**config.mk**
```make
export PLATFORM = sky130hd
export DESIGN_NAME = apb_clk_cfg_if_flat
export DESIGN_NICKNAME = d
export VERILOG_FILES = /design/src/rtl/apb_clk_cfg_pkg.sv /design/src/rtl/apb_clk_cfg_if_if.sv /design/src/rtl/apb_clk_cfg_if_sync_2ff.sv /design/src/rtl/apb_clk_cfg_if.sv /design/src/flat_wrapper.sv
export SDC_FILE = /design/constraint.sdc
export NUM_CORES = 1
export LEC_CHECK = 0
export BUFFER_PORTS_ARGS = -buffer_cell sky130_fd_sc_hd__buf_2
export CORE_UTILIZATION = 42
export CTS_BUF_LIST = sky130_fd_sc_hd__clkbuf_2
export DETAILED_ROUTE_END_ITERATION = 7
export PLACE_DENSITY = 0.7
export SLEW_MARGIN = 20
export SYNTH_ARGS = -nofsm -noshare
export SYNTH_HDL_FRONTEND = slang
export SYNTH_HIERARCHICAL = 1
export SYNTH_SLANG_ARGS = --single-unit
```
**constraint.sdc**
```tcl
create_clock -name clk_i -period 4 [get_ports clk_i]
set_input_delay 0.4 -clock clk_i [delete_from_list [all_inputs] [get_ports clk_i]]
set_output_delay 0.4 -clock clk_i [all_outputs]
set_load 0.005 [all_outputs]
```
**src/rtl/apb_clk_cfg_pkg.sv**
```systemverilog
// Shared decode constants, FSM states and STATUS layout for the clock-config APB bridge.
// Pure definitions: no latency, no flow control.
package apb_clk_cfg_pkg;

  localparam logic [3:0] CFG_SOC_BASE = 4'h0;
  localparam logic [3:0] CFG_PER_BASE = 4'h4;
  localparam logic [3:0] REG_STATUS   = 4'h8;
  localparam logic [3:0] REG_CLR      = 4'h9;

  localparam int STAT_SOC_LOCK = 0;
  localparam int STAT_PER_LOCK = 1;
  localparam int STAT_TIMEOUT  = 2;

  localparam logic [31:0] RDATA_DEFAULT = 32'h0;

  localparam int CNT_W = 16;

  typedef enum logic [1:0] {
    ST_IDLE    = 2'd0,
    ST_SOC_REQ = 2'd1,
    ST_PER_REQ = 2'd2,
    ST_RESP    = 2'd3
  } state_e;

  // Command presented to one generator config port while its req is high.
  typedef struct packed {
    logic [1:0]  add;
    logic [31:0] data;
    logic        wrn;
  } cfg_cmd_t;

  function automatic logic [31:0] status_word(input logic soc_lock,
                                              input logic per_lock,
                                              input logic tmo_flag);
    logic [31:0] w;
    w                = RDATA_DEFAULT;
    w[STAT_SOC_LOCK] = soc_lock;
    w[STAT_PER_LOCK] = per_lock;
    w[STAT_TIMEOUT]  = tmo_flag;
    return w;
  endfunction

endpackage

```
**src/rtl/apb_clk_cfg_if_if.sv**
```systemverilog
// APB bus bundle between CPU-side master and the clock-config bridge.
// Signal names keep the slave-side _i/_o orientation.
interface apb_clk_cfg_if_if #(
  parameter int APB_ADDR_WIDTH = 12
);
  logic [APB_ADDR_WIDTH-1:0] paddr_i;
  logic [31:0]               pwdata_i;
  logic                      pwrite_i;
  logic                      psel_i;
  logic                      penable_i;
  logic [31:0]               prdata_o;
  logic                      pready_o;
  logic                      pslverr_o;

  modport master (
    output paddr_i, pwdata_i, pwrite_i, psel_i, penable_i,
    input  prdata_o, pready_o, pslverr_o
  );

  modport slave (
    input  paddr_i, pwdata_i, pwrite_i, psel_i, penable_i,
    output prdata_o, pready_o, pslverr_o
  );
endinterface

```
**src/rtl/apb_clk_cfg_if_sync_2ff.sv**
```systemverilog
// Two-flop synchroniser for a single asynchronous level input.
// Output follows input after two clk_i edges; no flow control.
module sync_2ff (
  input  logic clk_i,
  input  logic rst_ni,
  input  logic d_i,
  output logic q_o
);
  logic meta_d, meta_q;
  logic sync_d, sync_q;

  always_comb begin
    meta_d = d_i;
    sync_d = meta_q;
  end

  always_ff @(posedge clk_i or negedge rst_ni) begin
    if (!rst_ni) begin
      meta_q <= 1'b0;
      sync_q <= 1'b0;
    end else begin
      meta_q <= meta_d;
      sync_q <= sync_d;
    end
  end

  assign q_o = sync_q;
endmodule

```
**src/rtl/apb_clk_cfg_if.sv**
```systemverilog
// APB slave bridging CPU accesses onto the clock generator's SoC/peripheral config handshakes.
// STATUS/CLR/unmapped complete with 0 waits; cfg accesses hold pready_o low until ack or timeout.
module apb_clk_cfg_if
  import apb_clk_cfg_pkg::*;
#(
  parameter int APB_ADDR_WIDTH = 12,
  parameter int TIMEOUT_CYCLES = 256
) (
  input  logic                  clk_i,
  input  logic                  rst_ni,
  apb_clk_cfg_if_if.slave       apb,

  input  logic                  soc_cfg_lock_i,
  output logic                  soc_cfg_req_o,
  input  logic                  soc_cfg_ack_i,
  output logic [1:0]            soc_cfg_add_o,
  output logic [31:0]           soc_cfg_data_o,
  input  logic [31:0]           soc_cfg_r_data_i,
  output logic                  soc_cfg_wrn_o,

  input  logic                  per_cfg_lock_i,
  output logic                  per_cfg_req_o,
  input  logic                  per_cfg_ack_i,
  output logic [1:0]            per_cfg_add_o,
  output logic [31:0]           per_cfg_data_o,
  input  logic [31:0]           per_cfg_r_data_i,
  output logic                  per_cfg_wrn_o
);

  localparam logic [CNT_W-1:0] CNT_LAST = CNT_W'(TIMEOUT_CYCLES - 1);

  state_e               state_d, state_q;
  logic [CNT_W-1:0]     cnt_d, cnt_q;
  logic                 err_d, err_q;
  logic                 sticky_d, sticky_q;
  logic [31:0]          rdata_d, rdata_q;
  logic                 soc_req_d, soc_req_q;
  logic                 per_req_d, per_req_q;
  cfg_cmd_t             soc_cmd_d, soc_cmd_q;
  cfg_cmd_t             per_cmd_d, per_cmd_q;

  logic                 soc_lock_sync;
  logic                 per_lock_sync;

  logic [APB_ADDR_WIDTH-1:0] paddr;
  logic [3:0]           idx;
  logic                 access;
  logic                 tgt_ack;
  logic [31:0]          tgt_rdata;
  logic                 unused_paddr;

  logic                 pready;
  logic                 pslverr;
  logic [31:0]          prdata;
  cfg_cmd_t             new_cmd;

  sync_2ff u_sync_soc_lock (
    .clk_i  (clk_i),
    .rst_ni (rst_ni),
    .d_i    (soc_cfg_lock_i),
    .q_o    (soc_lock_sync)
  );

  sync_2ff u_sync_per_lock (
    .clk_i  (clk_i),
    .rst_ni (rst_ni),
    .d_i    (per_cfg_lock_i),
    .q_o    (per_lock_sync)
  );

  assign paddr        = apb.paddr_i;
  assign idx          = paddr[5:2];
  assign unused_paddr = ^{paddr[APB_ADDR_WIDTH-1:6], paddr[1:0]};
  assign access       = apb.psel_i & apb.penable_i;

  // Only the target of the in-flight request is listened to.
  assign tgt_ack   = (state_q == ST_SOC_REQ) ? soc_cfg_ack_i    : per_cfg_ack_i;
  assign tgt_rdata = (state_q == ST_SOC_REQ) ? soc_cfg_r_data_i : per_cfg_r_data_i;

  always_comb begin
    new_cmd      = '0;
    new_cmd.data = apb.pwdata_i;
    new_cmd.wrn  = ~apb.pwrite_i;
    if (idx < CFG_PER_BASE) begin
      new_cmd.add = 2'(idx - CFG_SOC_BASE);
    end else begin
      new_cmd.add = 2'(idx - CFG_PER_BASE);
    end
  end

  always_comb begin
    state_d   = state_q;
    cnt_d     = cnt_q;
    err_d     = err_q;
    sticky_d  = sticky_q;
    rdata_d   = rdata_q;
    soc_req_d = soc_req_q;
    per_req_d = per_req_q;
    soc_cmd_d = soc_cmd_q;
    per_cmd_d = per_cmd_q;
    pready    = 1'b0;
    pslverr   = 1'b0;
    prdata    = RDATA_DEFAULT;

    case (state_q)
      ST_IDLE: begin
        if (access) begin
          if (idx < REG_STATUS) begin
            cnt_d = '0;
            if (idx < CFG_PER_BASE) begin
              soc_cmd_d = new_cmd;
              soc_req_d = 1'b1;
              state_d   = ST_SOC_REQ;
            end else begin
              per_cmd_d = new_cmd;
              per_req_d = 1'b1;
              state_d   = ST_PER_REQ;
            end
          end else begin
            pready = 1'b1;
            if (idx == REG_STATUS) begin
              prdata = status_word(soc_lock_sync, per_lock_sync, sticky_q);
            end else if (idx == REG_CLR) begin
              if (apb.pwrite_i) begin
                sticky_d = 1'b0;
              end
            end else begin
              pslverr = 1'b1;
            end
          end
        end
      end

      ST_SOC_REQ, ST_PER_REQ: begin
        // Ack on the final counted cycle wins over the timeout.
        if (tgt_ack) begin
          if (state_q == ST_SOC_REQ) begin
            rdata_d = soc_cmd_q.wrn ? tgt_rdata : RDATA_DEFAULT;
          end else begin
            rdata_d = per_cmd_q.wrn ? tgt_rdata : RDATA_DEFAULT;
          end
          soc_req_d = 1'b0;
          per_req_d = 1'b0;
          state_d   = ST_RESP;
        end else if (cnt_q == CNT_LAST) begin
          rdata_d   = RDATA_DEFAULT;
          err_d     = 1'b1;
          sticky_d  = 1'b1;
          soc_req_d = 1'b0;
          per_req_d = 1'b0;
          state_d   = ST_RESP;
        end else begin
          cnt_d = cnt_q + 1'b1;
        end
      end

      ST_RESP: begin
        pready  = 1'b1;
        pslverr = err_q;
        prdata  = rdata_q;
        cnt_d   = '0;
        err_d   = 1'b0;
        state_d = ST_IDLE;
      end

      default: begin
        state_d   = ST_IDLE;
        soc_req_d = 1'b0;
        per_req_d = 1'b0;
      end
    endcase
  end

  always_ff @(posedge clk_i or negedge rst_ni) begin
    if (!rst_ni) begin
      state_q   <= ST_IDLE;
      cnt_q     <= '0;
      err_q     <= 1'b0;
      sticky_q  <= 1'b0;
      rdata_q   <= RDATA_DEFAULT;
      soc_req_q <= 1'b0;
      per_req_q <= 1'b0;
      soc_cmd_q <= '0;
      per_cmd_q <= '0;
    end else begin
      state_q   <= state_d;
      cnt_q     <= cnt_d;
      err_q     <= err_d;
      sticky_q  <= sticky_d;
      rdata_q   <= rdata_d;
      soc_req_q <= soc_req_d;
      per_req_q <= per_req_d;
      soc_cmd_q <= soc_cmd_d;
      per_cmd_q <= per_cmd_d;
    end
  end

  assign apb.pready_o  = pready;
  assign apb.pslverr_o = pslverr;
  assign apb.prdata_o  = prdata;

  assign soc_cfg_req_o  = soc_req_q;
  assign soc_cfg_add_o  = soc_cmd_q.add;
  assign soc_cfg_data_o = soc_cmd_q.data;
  assign soc_cfg_wrn_o  = soc_cmd_q.wrn;

  assign per_cfg_req_o  = per_req_q;
  assign per_cfg_add_o  = per_cmd_q.add;
  assign per_cfg_data_o = per_cmd_q.data;
  assign per_cfg_wrn_o  = per_cmd_q.wrn;

endmodule

```
**src/flat_wrapper.sv**
```systemverilog
// flat-port wrapper written by rule: the top's interface ports become plain ports
module apb_clk_cfg_if_flat import apb_clk_cfg_pkg::*;
#(
  parameter int APB_ADDR_WIDTH = 12,
  parameter int TIMEOUT_CYCLES = 256
)
  (clk_i, rst_ni, soc_cfg_lock_i, soc_cfg_req_o, soc_cfg_ack_i, soc_cfg_add_o, soc_cfg_data_o, soc_cfg_r_data_i, soc_cfg_wrn_o, per_cfg_lock_i, per_cfg_req_o, per_cfg_ack_i, per_cfg_add_o, per_cfg_data_o, per_cfg_r_data_i, per_cfg_wrn_o, apb_paddr_i, apb_pwdata_i, apb_pwrite_i, apb_psel_i, apb_penable_i, apb_prdata_o, apb_pready_o, apb_pslverr_o);
  apb_clk_cfg_if_if #(.APB_ADDR_WIDTH(APB_ADDR_WIDTH)) apb_i ();
  input  logic clk_i;
  input  logic rst_ni;
  input  logic soc_cfg_lock_i;
  output logic soc_cfg_req_o;
  input  logic soc_cfg_ack_i;
  output logic [1:0] soc_cfg_add_o;
  output logic [31:0] soc_cfg_data_o;
  input  logic [31:0] soc_cfg_r_data_i;
  output logic soc_cfg_wrn_o;
  input  logic per_cfg_lock_i;
  output logic per_cfg_req_o;
  input  logic per_cfg_ack_i;
  output logic [1:0] per_cfg_add_o;
  output logic [31:0] per_cfg_data_o;
  input  logic [31:0] per_cfg_r_data_i;
  output logic per_cfg_wrn_o;
  input wire logic [$bits(apb_i.paddr_i)-1:0] apb_paddr_i;
  input wire logic [$bits(apb_i.pwdata_i)-1:0] apb_pwdata_i;
  input wire logic [$bits(apb_i.pwrite_i)-1:0] apb_pwrite_i;
  input wire logic [$bits(apb_i.psel_i)-1:0] apb_psel_i;
  input wire logic [$bits(apb_i.penable_i)-1:0] apb_penable_i;
  output wire logic [$bits(apb_i.prdata_o)-1:0] apb_prdata_o;
  output wire logic [$bits(apb_i.pready_o)-1:0] apb_pready_o;
  output wire logic [$bits(apb_i.pslverr_o)-1:0] apb_pslverr_o;
  assign apb_i.paddr_i = apb_paddr_i;
  assign apb_i.pwdata_i = apb_pwdata_i;
  assign apb_i.pwrite_i = apb_pwrite_i;
  assign apb_i.psel_i = apb_psel_i;
  assign apb_i.penable_i = apb_penable_i;
  assign apb_prdata_o = apb_i.prdata_o;
  assign apb_pready_o = apb_i.pready_o;
  assign apb_pslverr_o = apb_i.pslverr_o;
  apb_clk_cfg_if #(.APB_ADDR_WIDTH(APB_ADDR_WIDTH), .TIMEOUT_CYCLES(TIMEOUT_CYCLES)) u_core (.clk_i(clk_i), .rst_ni(rst_ni), .apb(apb_i), .soc_cfg_lock_i(soc_cfg_lock_i), .soc_cfg_req_o(soc_cfg_req_o), .soc_cfg_ack_i(soc_cfg_ack_i), .soc_cfg_add_o(soc_cfg_add_o), .soc_cfg_data_o(soc_cfg_data_o), .soc_cfg_r_data_i(soc_cfg_r_data_i), .soc_cfg_wrn_o(soc_cfg_wrn_o), .per_cfg_lock_i(per_cfg_lock_i), .per_cfg_req_o(per_cfg_req_o), .per_cfg_ack_i(per_cfg_ack_i), .per_cfg_add_o(per_cfg_add_o), .per_cfg_data_o(per_cfg_data_o), .per_cfg_r_data_i(per_cfg_r_data_i), .per_cfg_wrn_o(per_cfg_wrn_o));
endmodule
```
Word-level counts from Yosys, hierarchy flattened
Cells that the tools add are included.

Register bits: 128. Input port bits: 117. Output and inout bits: 106. Logic and storage cells: 106.

Add/subtract/negate cells: 2. $lt $le $gt $ge: 2. Eq/ne operators: 18. Muxes and demuxes: 50. Bitwise gates (word level): 3. Reduce and logical (&&, ||, !) cells: 14.

Operator list (count): $mux W32 (8); $mux W16 (4); $pmux W32 S2 (1); $pmux W16 S3 (1); $mux W1 (22); $add A16 B1 Y16 const B (1); $eq A16 B8 Y1 const B (1); $mux W2 (6); $ne A2 B2 Y1 const B (6); $pmux W1 S2 (6); $reduce_and A4 Y1 (3); $ne A2 B1 Y1 const B (5); $reduce_and A5 Y1 (2); $eq A4 B4 Y1 const B (2); $reduce_and A8 Y1 (1); $pmux W2 S3 (1); $reduce_and A3 Y1 (2); $reduce_bool A2 Y1 (3); $eq A2 B2 Y1 const B (2); $lt A4 B3 Y1 const B (1); $lt A4 B4 Y1 const B (1); $mux W3 (1); $ne A3 B1 Y1 const B (1); $eq A2 B1 Y1 const B (1); 6 further kinds (7).

Longest topological paths before layout
Depth after elaboration: 6. Depth in mapped cells: 9. Gate-level depth less buffers: 6.

Cells and area by module
The synthesis kept the hierarchy.

Modules (own cells, without submodules): apb_clk_cfg_if (instances 1, cells each 497, area an instance 5974.5 sq um, sequential area each 3103.0 sq um); sync_2ff (instances 2, cells each 2, area an instance 50.0 sq um, sequential area each 50.0 sq um).

Least setup slack after synthesis
OpenSTA, ideal clock, no wires.

Path kind: register to register. Start: reg u_core.state_q[0]. End: reg u_core.cnt_q[15]. Setup time: 0.070 ns. Arrival time: 2.188 ns. Required time: 3.930 ns. Path slack: 1.742 ns. Stages on the path, launching flop included: 7. Path buffers: 1. Period minus slack after synthesis: 2.258 ns. Cell sequence: dfrtp_1 > ha_1 > buf_8 > mux2_4 > or4_1 > or4b_1 > nand3_1.

Cells in the longest elaborated chain, start to end: 4. Elaborated cells between the ends (all ways): 12. Those cells by class: 7 x eq/ne; 2 x mux; 3 x reduce/logical.

Ends and longest elaborated chain: from (decl) (RTL line apb_clk_cfg_if.sv:32) `state_e state_d, state_q;`; from (signal assigned) (RTL line apb_clk_cfg_if.sv:186) `state_q <= state_d;`; $eq A2 B2 Y1 / $eq A2 B1 Y1 (equally long branches) (RTL line apb_clk_cfg_if.sv:105, apb_clk_cfg_if.sv:77); $reduce_or A2 Y1 / $mux W1 (equally long branches) (RTL line apb_clk_cfg_if.sv:105, apb_clk_cfg_if.sv:77); $ne A2 B2 Y1 (no source line); $reduce_and A4 Y1 (no source line); to (signal assigned) (RTL line apb_clk_cfg_if.sv:187) `cnt_q <= cnt_d;`; to (decl) (RTL line apb_clk_cfg_if.sv:33) `logic [CNT_W-1:0] cnt_d, cnt_q;`.

Several ways; a longest one is shown, not always the timed one. A chain may end at the register's enable or synchronous reset.

Worst setup path in the final report
Start: reg u_core.state_q[1]. End: out apb_prdata_o[1].

Cells in the longest elaborated chain, start to end: 2. Elaborated cells between the ends (all ways): 3. Those cells by class: 1 x eq/ne; 1 x mux; 1 x reduce/logical.

Ends and longest elaborated chain: $eq A2 B2 Y1 / $logic_not A2 Y1 (equally long branches) (RTL line apb_clk_cfg_if.sv:105) `case (state_q)`; $pmux W32 S2 * (RTL line apb_clk_cfg_if.sv:105); to (decl) (RTL line flat_wrapper.sv:30) `output wire logic [$bits(apb_i.prdata_o)-1:0] apb_prdata_o;`.

Mark *: on every way between the ends. The rest lies on a longest branch, timed or not.

==> impl_metrics.tcl <==
set metrics [dict create \
    cts_inserted_buffers 17 \
    postCtsSetupBuffers 0 \
    worstPathMaxFanout 12 \
    worstSetupPathType "reg2out" \
    hp-class "in2reg" \
    drive_above_1_share_pct 41.5 \
    wire_per_inst_um 16.6 \
    vias_per_cell 5.31 \
    syn_area_mm2 0.00607 \
    slowest_stage "nor4_1" \
    die_w_um 122 \
    synth_top_area_share_pct 52.7 \
    grt_pass1_vias 5408 \
    hpwl_um 10400 \
    pre_cts_ws_ns 1.28 \
    synth_most_common_cell "dfrtp_1" \
    chipHeight_um 122 \
    tightest_slew_ns 0.978 \
    grt_max_degree 68 \
    die_area_mm2 0.0149 \
    yosys.area.top_type "dfrtp_1" \
    required_ns 3.60 \
    clk_latency_ns 0.70 \
    syn_nets 622 \
    synthCells 501 \
    synthToLayoutAreaGrowth_pct 37.8 \
    ant_nets 0 \
    route.detailed.drc 0 \
    cts_sinks 128 \
    min_period_over_period_pct 85.8 \
    synth_async_sr_flop_share_pct 100 \
    synth_edf_count 0 \
    setup_viol 0 \
    p_leak_nw 4.07 \
    grt_pass1_wl_um 25600 \
    vdd_ir_drop_max_v 0.000378 \
    htreeDepth 4 \
    rsz0062_at_grt "false" \
    cts_root_buffer "clkbuf_2" \
    routed_wl_um 16400 \
    endpoint_kind "primary output" \
    status "completed" \
    clkTransAtPathRegs_ns 0.19 \
    max_freq_mhz 291 \
    fin_skew_ns 0.0256 \
    ys_ff_latch 128 \
    arrival_ns 3.03 \
    num_rows 43 \
    initial_utilization_pct 43.4 \
    dr.pass1.iters 4 \
    holdBufCountCts 93 \
    worst_setup_path_start_kind "register" \
    synth-seq-area-share_pct 52.7 \
    num_io_pins 223 \
    port_buffers 214 \
    gp_congestion 0.872 \
    antenna_found_initial 0 \
    post_cts_resize_count 0 \
    cap_violations 0 \
    grtUsageTotal_pct 22.1 \
    grt-ovfl-total 0 \
    cpLargestDelayFamily "simple AND/OR/NAND/NOR gates" \
    core_mm2 0.0140 \
    fill_cells 1167 \
    ys.flop_type "dfrtp_1" \
    drt_iter0_drc 227 \
    cpPeakStageDelay_ns 0.69 \
    routed-via-count 5263 \
    slew_viol_final 0 \
    insertedDiodeCount 0 \
    synth_area_per_cell_um2 12.1 \
    yosys_warnings 6 \
    relSlewSlack_pct 34.0 \
    cts_buffer_depth 2 \
    power_density_mw_per_mm2 594 \
    setup_ws_ns 0.568 \
    cts_tree "yes" \
    layout.nets 921 \
    synth_area_leaders "dfrtp_1 53%, mux2_2 13%, mux2i_1 5.3%" \
    tns_ns 0 \
    crit_path_cell_trace "inv_1, ha_1, nand4_1, nor4_1, a22oi_1, nor2_1, buf_2" \
    cp_num_buf_inv 2 \
    period_minus_slack_ns 3.43 \
    synthTopCellsByCount "128 x dfrtp_1, 72 x mux2_2, 32 x mux2i_1, 30 x and2_1, 26 x o2bb2ai_1" \
    hold_viol_final 0 \
    yosys.cell_types.count 61 \
]
==> logic make-up after synthesis <==
logic type / count (synthesis) / share of synthesized area [%]
AND/OR/NAND/NOR: 143 / 13.1
flip-flops: 128 / 52.7
multiplexers: 105 / 18.9
AO/OA/AOI/OAI: 82 / 10.6
buffers and inverters: 39 / 3.85
adder cells (fa/ha/maj): 4 / 0.824
==> worst reg2reg max path: stages (launching register included) <==
cell	delay, ns
dfrtp_1	0.54
or4_4	0.60
o41ai_4	0.77
nand2_4	0.38
mux2_2	0.38
==> layout make-up <==
type,instances,area [um^2],area share [%]
clock buffers,18,90.1,1.08
multi-input cells,334,2650,31.7
well taps,180,225,2.69
clock inverters,13,118,1.41
flip-flops and latches,128,3200,38.3
inverters,7,26.3,0.314
repair buffers,312,2050,24.6
==> placed cells by master (no fill, tap or decap), drive strengths merged, types with 3 or more instances in the layout <==
cell type | synthesis | routed
a21oi | 15 | 15
a22oi | 3 | 3
a31oi | 6 | 6
and2 | 30 | 30
and3 | 5 | 5
buf | 12 | 219
clkbuf | 19 | 18
clkinv | 0 | 9
dfrtp | 128 | 128
dlygate4sd3 | 0 | 93
ha | 4 | 4
inv | 7 | 8
mux2 | 73 | 73
mux2i | 32 | 32
nand2 | 26 | 26
nand2b | 6 | 6
nand3 | 15 | 15
nand3b | 3 | 3
nand4 | 7 | 7
nor2 | 19 | 19
nor3 | 8 | 8
nor4 | 8 | 8
o211ai | 3 | 3
o21ai | 5 | 5
o2bb2ai | 27 | 27
o311ai | 4 | 4
or3 | 3 | 3
or4 | 5 | 5
==> through the flow <==
stage	area, um^2	instances	hold WS, ns	util [%]	power (mW)
finish	8370	992	0.110	59.8	4.97
floorplan	6070	501	0.104	-	3.36
detailed placement	7220	868	0.346	51.6	4.09
CTS	8360	992	0.000992	59.8	4.99
global placement	7220	868	0.344	51.6	3.99
global route	8370	992	0.0500	59.8	5.30
==> final timing paths <==
check                                                        start  slack, ns                              endpoint  cells past startpoint
hold reg to reg            u_core/u_sync_soc_lock/meta_q$_DFF_PN0_       0.38  u_core/u_sync_soc_lock/q_o$_DFF_PN0_                      0
setup / recovery                     u_core/state_q[1]$_DFFE_PN0P_       0.57                       apb_prdata_o[1]                      7
setup reg to reg                       u_core/cnt_q[8]$_DFFE_PN0P_       1.22         u_core/rdata_q[6]$_DFFE_PN0P_                      4
max in group asynchronous                                   rst_ni       2.82   u_core/soc_cfg_add_o[0]$_DFFE_PN0P_                      3
hold / removal                                 soc_cfg_r_data_i[8]       0.11         u_core/rdata_q[8]$_DFFE_PN0P_                      4
min in group asynchronous                                   rst_ni       0.30  u_core/per_cfg_data_o[2]$_DFFE_PN0P_                      2
==> layer usage <==
metal	GRT usage [%]	wire length (um)	share of wire (%)
met4	8.92	255	1.6
met1	25.3	6360	39
met3	6.55	1300	7.9
met2	38.7	8520	52
met5	0	0	0
==> state kept, by name, indices dropped and copies added (netlist names), 2 cells and up <==
register	flops
u_core/rdata_q	32
u_core/per_cfg_data_o	32
u_core/soc_cfg_add_o	2
u_core/per_cfg_add_o	2
u_core/state_q	2
u_core/cnt_q	16
u_core/soc_cfg_data_o	32
==> power by group <==
group          switching (mW)  total (mW)  internal (mW)  leakage (nW)
clock network           0.492       0.716          0.225         0.130
logic                    1.10        2.21           1.11          2.30
registers               0.278        2.04           1.76          1.64
total                    1.87        4.97           3.10          4.07
Power figures use the tool's default switching activity.
